**config.mk**
```make
export PLATFORM = sky130hd
export DESIGN_NAME = imem_port_arbiter_flat
export DESIGN_NICKNAME = d
export VERILOG_FILES = /design/src/rtl/imem_port_arbiter_if.sv /design/src/rtl/imem_port_arbiter.sv /design/src/flat_wrapper.sv
export SDC_FILE = /design/constraint.sdc
export NUM_CORES = 1
export LEC_CHECK = 0
export BUFFER_PORTS_ARGS = -buffer_cell sky130_fd_sc_hd__buf_2
export CAP_MARGIN = 20
export CORE_AREA = 2 2 103 105
export CTS_CLUSTER_DIAMETER = 150
export DETAILED_ROUTE_END_ITERATION = 8
export DIE_AREA = 0 0 105 107
export GPL_ROUTABILITY_DRIVEN = 0
export HOLD_SLACK_MARGIN = 0.03
export PLACE_DENSITY = 0.56
export SYNTH_ARGS = -nofsm -noshare
export SYNTH_HDL_FRONTEND = slang
export SYNTH_SLANG_ARGS = --single-unit
```
**constraint.sdc**
```tcl
create_clock -name clk -period 1.8 [get_ports clk]
set_input_delay 0.45 -clock clk [delete_from_list [all_inputs] [get_ports clk]]
set_output_delay 0.45 -clock clk [all_outputs]
set_load 0.005 [all_outputs]
```
**src/rtl/imem_port_arbiter_if.sv**
```systemverilog
// rtl/imem_port_arbiter_if.sv - requester, debug and memory signals of the shared instruction-memory port
interface imem_port_arbiter_if #(
   parameter int DW = 32,
   parameter int AW = 32
) ();
   logic          core_req;
   logic [AW-1:0] core_addr;
   logic          core_gnt;
   logic          core_rvalid;
   logic [DW-1:0] core_rdata;

   logic          dbg_req;
   logic          dbg_we;
   logic [AW-1:0] dbg_addr;
   logic [DW-1:0] dbg_wdata;
   logic          dbg_gnt;
   logic          dbg_rvalid;
   logic [DW-1:0] dbg_rdata;

   logic          mem_en;
   logic          mem_we;
   logic [AW-1:0] mem_addr;
   logic [DW-1:0] mem_wdata;
   logic [DW-1:0] mem_rdata;

   modport slave (
      input  core_req, core_addr, dbg_req, dbg_we, dbg_addr, dbg_wdata, mem_rdata,
      output core_gnt, core_rvalid, core_rdata, dbg_gnt, dbg_rvalid, dbg_rdata,
      output mem_en, mem_we, mem_addr, mem_wdata
   );

   modport master (
      output core_req, core_addr, dbg_req, dbg_we, dbg_addr, dbg_wdata, mem_rdata,
      input  core_gnt, core_rvalid, core_rdata, dbg_gnt, dbg_rvalid, dbg_rdata,
      input  mem_en, mem_we, mem_addr, mem_wdata
   );
endinterface

```
**src/rtl/imem_port_arbiter.sv**
```systemverilog
// rtl/imem_port_arbiter.sv - debug-priority arbiter for the instruction-memory port with core anti-starvation
module imem_port_arbiter #(
   parameter int DW      = 32,
   parameter int AW      = 32,
   parameter int MAX_DBG = 4
) (
   input  logic                 clk,
   input  logic                 rst,
   imem_port_arbiter_if.slave   bus
);
   localparam logic [3:0] MAX_CNT = 4'(MAX_DBG);

   typedef enum logic [1:0] {NONE, CORE, DBG} owner_e;

   owner_e        rd_owner_q;
   logic [3:0]    starv_cnt_q;
   logic [3:0]    starv_cnt_d;
   logic          core_win;
   logic          dbg_win;
   logic [AW-1:0] addr_mux;
   logic [DW-1:0] wdata_mux;
   logic          core_rvalid;
   logic          dbg_rvalid;

   // Debug wins by default; the core takes the slot once debug has had MAX_DBG in a row.
   always_comb begin
      core_win = 1'b0;
      dbg_win  = 1'b0;
      if (!rst) begin
         if (bus.core_req && (!bus.dbg_req || starv_cnt_q == MAX_CNT)) begin
            core_win = 1'b1;
         end else if (bus.dbg_req) begin
            dbg_win = 1'b1;
         end
      end
   end

   always_comb begin
      starv_cnt_d = starv_cnt_q;
      if (core_win || !bus.core_req) begin
         starv_cnt_d = 4'd0;
      end else if (dbg_win && starv_cnt_q != MAX_CNT) begin
         starv_cnt_d = starv_cnt_q + 4'd1;
      end
   end

   always_comb begin
      addr_mux  = dbg_win ? bus.dbg_addr : bus.core_addr;
      wdata_mux = dbg_win ? bus.dbg_wdata : '0;
   end

   always_ff @(posedge clk) begin
      if (rst) begin
         rd_owner_q  <= NONE;
         starv_cnt_q <= 4'd0;
      end else begin
         starv_cnt_q <= starv_cnt_d;
         if (core_win) begin
            rd_owner_q <= CORE;
         end else if (dbg_win && !bus.dbg_we) begin
            rd_owner_q <= DBG;
         end else begin
            rd_owner_q <= NONE;
         end
      end
   end

   // Gating with rst drops the return of a read issued the cycle before reset.
   assign core_rvalid = (rd_owner_q == CORE) && !rst;
   assign dbg_rvalid  = (rd_owner_q == DBG) && !rst;

   assign bus.core_gnt    = core_win;
   assign bus.dbg_gnt     = dbg_win;
   assign bus.mem_en      = core_win | dbg_win;
   assign bus.mem_we      = dbg_win & bus.dbg_we;
   assign bus.mem_addr    = addr_mux;
   assign bus.mem_wdata   = wdata_mux;
   assign bus.core_rvalid = core_rvalid;
   assign bus.dbg_rvalid  = dbg_rvalid;
   assign bus.core_rdata  = core_rvalid ? bus.mem_rdata : '0;
   assign bus.dbg_rdata   = dbg_rvalid ? bus.mem_rdata : '0;
endmodule

```
**src/flat_wrapper.sv**
```systemverilog
// flat-port wrapper written by rule: the top's interface ports become plain ports
module imem_port_arbiter_flat 
#(
   parameter int DW      = 32,
   parameter int AW      = 32,
   parameter int MAX_DBG = 4
)
  (clk, rst, bus_core_req, bus_core_addr, bus_dbg_req, bus_dbg_we, bus_dbg_addr, bus_dbg_wdata, bus_mem_rdata, bus_core_gnt, bus_core_rvalid, bus_core_rdata, bus_dbg_gnt, bus_dbg_rvalid, bus_dbg_rdata, bus_mem_en, bus_mem_we, bus_mem_addr, bus_mem_wdata);
  imem_port_arbiter_if #(.DW(DW), .AW(AW)) bus_i ();
  input  logic clk;
  input  logic rst;
  input wire logic [$bits(bus_i.core_req)-1:0] bus_core_req;
  input wire logic [$bits(bus_i.core_addr)-1:0] bus_core_addr;
  input wire logic [$bits(bus_i.dbg_req)-1:0] bus_dbg_req;
  input wire logic [$bits(bus_i.dbg_we)-1:0] bus_dbg_we;
  input wire logic [$bits(bus_i.dbg_addr)-1:0] bus_dbg_addr;
  input wire logic [$bits(bus_i.dbg_wdata)-1:0] bus_dbg_wdata;
  input wire logic [$bits(bus_i.mem_rdata)-1:0] bus_mem_rdata;
  output wire logic [$bits(bus_i.core_gnt)-1:0] bus_core_gnt;
  output wire logic [$bits(bus_i.core_rvalid)-1:0] bus_core_rvalid;
  output wire logic [$bits(bus_i.core_rdata)-1:0] bus_core_rdata;
  output wire logic [$bits(bus_i.dbg_gnt)-1:0] bus_dbg_gnt;
  output wire logic [$bits(bus_i.dbg_rvalid)-1:0] bus_dbg_rvalid;
  output wire logic [$bits(bus_i.dbg_rdata)-1:0] bus_dbg_rdata;
  output wire logic [$bits(bus_i.mem_en)-1:0] bus_mem_en;
  output wire logic [$bits(bus_i.mem_we)-1:0] bus_mem_we;
  output wire logic [$bits(bus_i.mem_addr)-1:0] bus_mem_addr;
  output wire logic [$bits(bus_i.mem_wdata)-1:0] bus_mem_wdata;
  assign bus_i.core_req = bus_core_req;
  assign bus_i.core_addr = bus_core_addr;
  assign bus_i.dbg_req = bus_dbg_req;
  assign bus_i.dbg_we = bus_dbg_we;
  assign bus_i.dbg_addr = bus_dbg_addr;
  assign bus_i.dbg_wdata = bus_dbg_wdata;
  assign bus_i.mem_rdata = bus_mem_rdata;
  assign bus_core_gnt = bus_i.core_gnt;
  assign bus_core_rvalid = bus_i.core_rvalid;
  assign bus_core_rdata = bus_i.core_rdata;
  assign bus_dbg_gnt = bus_i.dbg_gnt;
  assign bus_dbg_rvalid = bus_i.dbg_rvalid;
  assign bus_dbg_rdata = bus_i.dbg_rdata;
  assign bus_mem_en = bus_i.mem_en;
  assign bus_mem_we = bus_i.mem_we;
  assign bus_mem_addr = bus_i.mem_addr;
  assign bus_mem_wdata = bus_i.mem_wdata;
  imem_port_arbiter #(.DW(DW), .AW(AW), .MAX_DBG(MAX_DBG)) u_core (.clk(clk), .rst(rst), .bus(bus_i));
endmodule
```
After elaboration in Yosys (flattened, before gate mapping)
Cells that the tools add are included.
{"block": "op_classes", "n_addsub": 1, "eq_ne": 4, "muxes": 11, "n_bitwise": 2, "n_reduce_logical": 13}
{"operator": "2-to-1 mux 32 bit", "n": 4}
{"operator": "2-to-1 mux 1 bit", "n": 6}
{"operator": "logical AND 1 bit", "n": 5}
{"operator": "adder 4 x 1 -> 4 bit, second input constant", "n": 1}
{"operator": "equality test 4 x 3 -> 1 bit, second input constant", "n": 1}
{"operator": "logical NOT 1 bit", "n": 4}
{"operator": "inequality test 4 x 3 -> 1 bit, second input constant", "n": 1}
{"operator": "OR reduction 2 bit", "n": 2}
{"operator": "equality test 2 x 1 -> 1 bit, second input constant", "n": 1}
{"operator": "equality test 2 bit, second input constant", "n": 1}
{"operator": "logical OR 1 bit", "n": 2}
{"operator": "2-to-1 mux 2 bit", "n": 1}
{"operator": "AND 1 bit", "n": 1}
{"operator": "bitwise OR 1 bit", "n": 1}
{"block": "word_totals", "ff_bits": 6, "input_bits": 133, "output_inout_bits": 134, "wordCells": 34}

Longest topological paths before layout
{"block": "depth", "ltp_word": 8, "ltp_mapped": 7}

Worst setup path after synthesis
OpenSTA, ideal clock, no wires.
{"block": "synth_timing", "path_type": "reg-to-output", "from": "reg u_core.starv_cnt_q[0]", "to": "out bus_mem_addr[10]", "arrival_time_ns": 1.356, "required_ns": 1.350, "path_slack_ns": -0.006, "path_stages_with_launch": 7, "path_cell_list": "dfxtp_1 -> inv_1 -> ha_1 -> nand3b_4 -> o211a_4 -> buf_6 -> mux2_4"}
{"block": "synth_via", "elab_chain_cells": 6}
{"item": "start: declaration", "line_no": "imem_port_arbiter.sv:16", "source": "logic [3:0] starv_cnt_q;"}
{"item": "start signal: assignment", "line_no": "imem_port_arbiter.sv:57", "source": "starv_cnt_q <= starv_cnt_d;"}
{"item": "equality test 4 x 3 -> 1 bit", "line_no": "imem_port_arbiter.sv:30", "source": "if (bus.core_req && (!bus.dbg_req || starv_cnt_q == MAX_CNT)) begin"}
{"item": "logical OR 1 bit", "line_no": "imem_port_arbiter.sv:30"}
{"item": "logical AND 1 bit", "line_no": "imem_port_arbiter.sv:30"}
{"item": "2-to-1 mux 1 bit", "line_no": "imem_port_arbiter.sv:30"}
{"item": "2-to-1 mux 1 bit", "line_no": "imem_port_arbiter.sv:29", "source": "if (!rst) begin"}
{"item": "2-to-1 mux 32 bit", "line_no": "imem_port_arbiter.sv:48", "source": "addr_mux = dbg_win ? bus.dbg_addr : bus.core_addr;"}
{"item": "end: declaration", "line_no": "flat_wrapper.sv:27", "source": "output wire logic [$bits(bus_i.mem_addr)-1:0] bus_mem_addr;"}
No other way between the ends.

Worst setup path after layout
{"block": "layout_timing", "from": "reg u_core.starv_cnt_q[0]", "to": "out bus_mem_addr[26]"}
Same word-level chain as after synthesis.

==> summary.md <==
| Metric | Value |
|---|---|
| Hold WC Path Type | `in2reg` |
| CTS H-Tree Depth | `1` |
| Final min period | `2150 ps` |
| First-pass GRT wire length | `12,800 µm` |
| DP Wirelength | `around 6300 µm` |
| Post-layout util | `0.440` |
| Initial antenna violation count | `1` |
| Worst vdd ir | `~0.22 mV` |
| Row count | `37` |
| Final worst setup slack | `-350 ps` |
| Post-Syn Area | `~0.0015 mm²` |
| Pwr/cell area | `approximately 250 mW/mm²` |
| P_leak | `~2.4 nW` |
| Post-synth top cells | `and2_1 (97), mux2_4 (32), buf_6 (7)` |
| Status | `finished, violations left` |
| Clock latency on the worst-skew pair | `220 ps` |
| Synthesized area per cell | `8.61 µm²` |
| CTS tree | `built` |
| Largest cells by area after synthesis | `and2_1 (41%), mux2_4 (32%), dfxtp_1 (8.1%), buf_6 (5.3%), ha_1 (1.7%)` |
| Failing checks | `setup timing` |
| Post-synth top area share | `0.410` |
| Diode count | `0` |
| Layout cells sized above 1 | `0.925` |
| Max-Cap Viols | `0` |
| Maximum single-stage delay on the critical path | `around 310 ps` |
| DRT iter0 DRCs | `between 90 and 100` |
| Largest net degree at the start of global routing | `22` |
| Number of fill cells | `between 900 and 1,000` |
| Layout Cells excl Fill | `roughly 600` |
| Worst EP required | `approximately 1400 ps` |
| Simple-gate share of the synthesized area | `0.461` |
| Ys async rst share | `0` |
| WL/cell | `approximately 16 µm` |
| Final setup vio count | `116` |
| Cells after DPL | `578` |
| Compound-gate portion of the synthesized area | `0.0220` |
| Synth Register Bits | `6` |
| Synthesized Nets | `between 300 and 400` |
| RSZ-0062 raised after global routing | `true` |
| Post-synthesis mux area share | `0.325` |
| Via-per-instance ratio | `approximately 4.1` |
| CP Class | `reg2out` |
| Setup Skew | `roughly 0.26 ps` |
| Family with the most delay on the worst path | `buffers and inverters` |
| Fin Setup TNS | `-22,170 ps` |
| Vias | `approximately 2,500` |
| Top_reg_cell synth | `dfxtp_1` |
| Fmax | `0.465 GHz` |
| Clock Pin Slew Worst Setup and Hold Paths | `30 ps` |
| Crit share post-route | `1.19` |
| Hold buffer count at CTS | `0` |
| CORE AREA | `between 0.01 and 0.015 mm²` |
| Xor/xnor share of the synthesized area | `0.0118` |
| Final Slew Violations | `0` |
| I/O Buffers | `about 270` |
| Reg2reg path depth | `7` |
| Hold path endpoint | `u_core.rd_owner_q[1]$_SDFF_PP0_` |
| Worst path slowest cell | `dfxtp_2` |
| Total Die Area | `0.0112 mm²` |
| GRT Util Overall | `0.144` |
| Clock root buffer master | `clkbuf_8` |
| Synth cell types | `18` |
| Fin. Hold Viols | `0` |
| Most frequent cell after synthesis | `and2_1` |
| Area leader, netlist | `and2_1` |
| Hold WS | `approximately 420 ps` |
| Nets@finish | `about 600` |
| Pre-antenna DRT Iters | `4` |
| CTS Sinks | `6` |
| Buf/Inv on CP | `3` |
| Drt total wl | `a little under 10,000 µm` |
| Initial Util | `0.147` |
| CTS Buf Count | `3` |
| FF-to-FF Start | `u_core.starv_cnt_q[0]$_SDFFE_PP0P_` |
| Normalized max-slew margin | `0.860` |
| Hold path startpoint | `bus_dbg_we` |
| Yosys warning total | `0` |
| Main combinational cell family by area after synthesis | `simple AND/OR/NAND/NOR gates` |
| Critical Path AT | `around 1700 ps` |
| # DRC | `0` |
| Hold Path Cell Cnt | `2` |
| Critical path capture point type | `primary output` |
| EDFF count, synth | `0` |
| Final global-route overflow total | `0` |
| Number of global-route vias before repair | `around 2,400` |
| Die W | `roughly 110 µm` |
| Least-Margin Pin Slew | `210 ps` |
| Die Y | `107 µm` |
| Sequential element share of the synthesized area | `0.0811` |
| Worst flop-to-flop path endpoint | `u_core.rd_owner_q[1]$_SDFF_PP0_` |
| Reg-to-reg slack, setup | `430 ps` |
| Area grow syn2layout | `200%` |
| Startpoint Class | `register` |
| Clock Path Buffers | `2` |
| I/O pin count | `267` |
| ANT nets after route | `0` |
| Synth Area in Adders | `0.0169` |
| Worst path cell trace | `inv_2 > ha_4 > nand3b_4 > o211a_4 > buf_12 > mux2_4 > buf_6` |
| Critical path fanouts, max | `6` |
| Synth Instances | `172` |
-- kinds of logic after synthesis --
logic type / count (synthesis)
simple gates: 109
mux: 32
buf+inv: 18
flops: 6
compound gates: 3
xor+xnor: 2
fa+ha+maj: 2
-- layer usage --
metal	up-vias	track usage	part of all wire
li1	1141	-	-
met1	1108	0.145	0.32
met2	180	0.300	0.57
met3	19	0.0353	0.095
met4	2	0.0229	0.019
met5	-	0	0.0013
-- layout by cell type, fill, tap and decap left out, types with 2 or more instances in the layout --
master     instances
and2_1            15
and2_4            82
buf_12             3
buf_16             5
buf_2            150
buf_4              9
buf_6            130
buf_8              4
clkbuf_16          2
clkbuf_8           3
dfxtp_1            4
dfxtp_2            2
inv_1              3
inv_2              2
mux2_4            32
nor2_1             6
nor3b_4            2
o211a_4            2
-- power by group --
part	internal [mW]	total, mW	leakage, nW	switching (mW)
sequential	0.137	0.139	0.0497	0.00241
clock	0.143	0.194	0.0216	0.0514
combinational	0.525	0.788	2.32	0.263
-- area by class of cell --
| class | instances | area (µm²) | share of cell area |
|---|---|---|---|
| multi-input cells | 149 | 1500 | 0.338 |
| well taps | 136 | 170 | 0.0383 |
| flip-flops and latches | 6 | 123 | 0.0276 |
| repair buffers | 303 | 2590 | 0.583 |
| inverters | 5 | 18.8 | 0.00422 |
| clock buffers | 3 | 41.3 | 0.00929 |
-- registers in the layout, summed over array words and instances, names as in the netlist --
name	flops
u_core.rd_owner_q	2
u_core.starv_cnt_q	4
-- per-stage QoR --
stage / cell area, µm² / worst slack (ps) / power (mW)
after detailed placement: 3050 / -201 / 0.641
after CTS: 4020 / -394 / 1.05
final: 4440 / -350 / 1.12
after global routing: 4440 / -400 / 1.18
after global placement: 3050 / -178 / 0.638
after floorplan: 1480 / -5.82 / 0.349
-- worst max path at each step --
stage	startpoint	depth (start not counted)	endpoint	slack, ps
floorplan	u_core.starv_cnt_q[0]$_SDFFE_PP0P_	6	bus_mem_addr[10]	-6
finish	u_core.starv_cnt_q[0]$_SDFFE_PP0P_	7	bus_mem_addr[26]	-350
global placement	u_core.starv_cnt_q[0]$_SDFFE_PP0P_	7	bus_mem_addr[1]	-180
CTS	u_core.starv_cnt_q[1]$_SDFFE_PP0P_	7	bus_mem_addr[3]	-390
global route	u_core.starv_cnt_q[0]$_SDFFE_PP0P_	7	bus_mem_addr[23]	-400
detailed placement	u_core.starv_cnt_q[0]$_SDFFE_PP0P_	7	bus_mem_addr[3]	-200
-- timing repair --
item,4_1_cts,5_1_grt
gates resized for setup,119,122
endpoints found under the hold margin,0,0
pin swaps,26,65
cloned,12,3
buffers inserted,10,5
setup endpoints to repair,130,131
-- worst register-to-register path, stage by stage, from the launching register on --
cell and delay (ps):
dfxtp_2 310, inv_2 60, ha_4 130, nand3b_4 90
o211a_4 300, buf_6 140, buf_6 100, nor2b_1 120
Power figures use the tool's default switching activity.
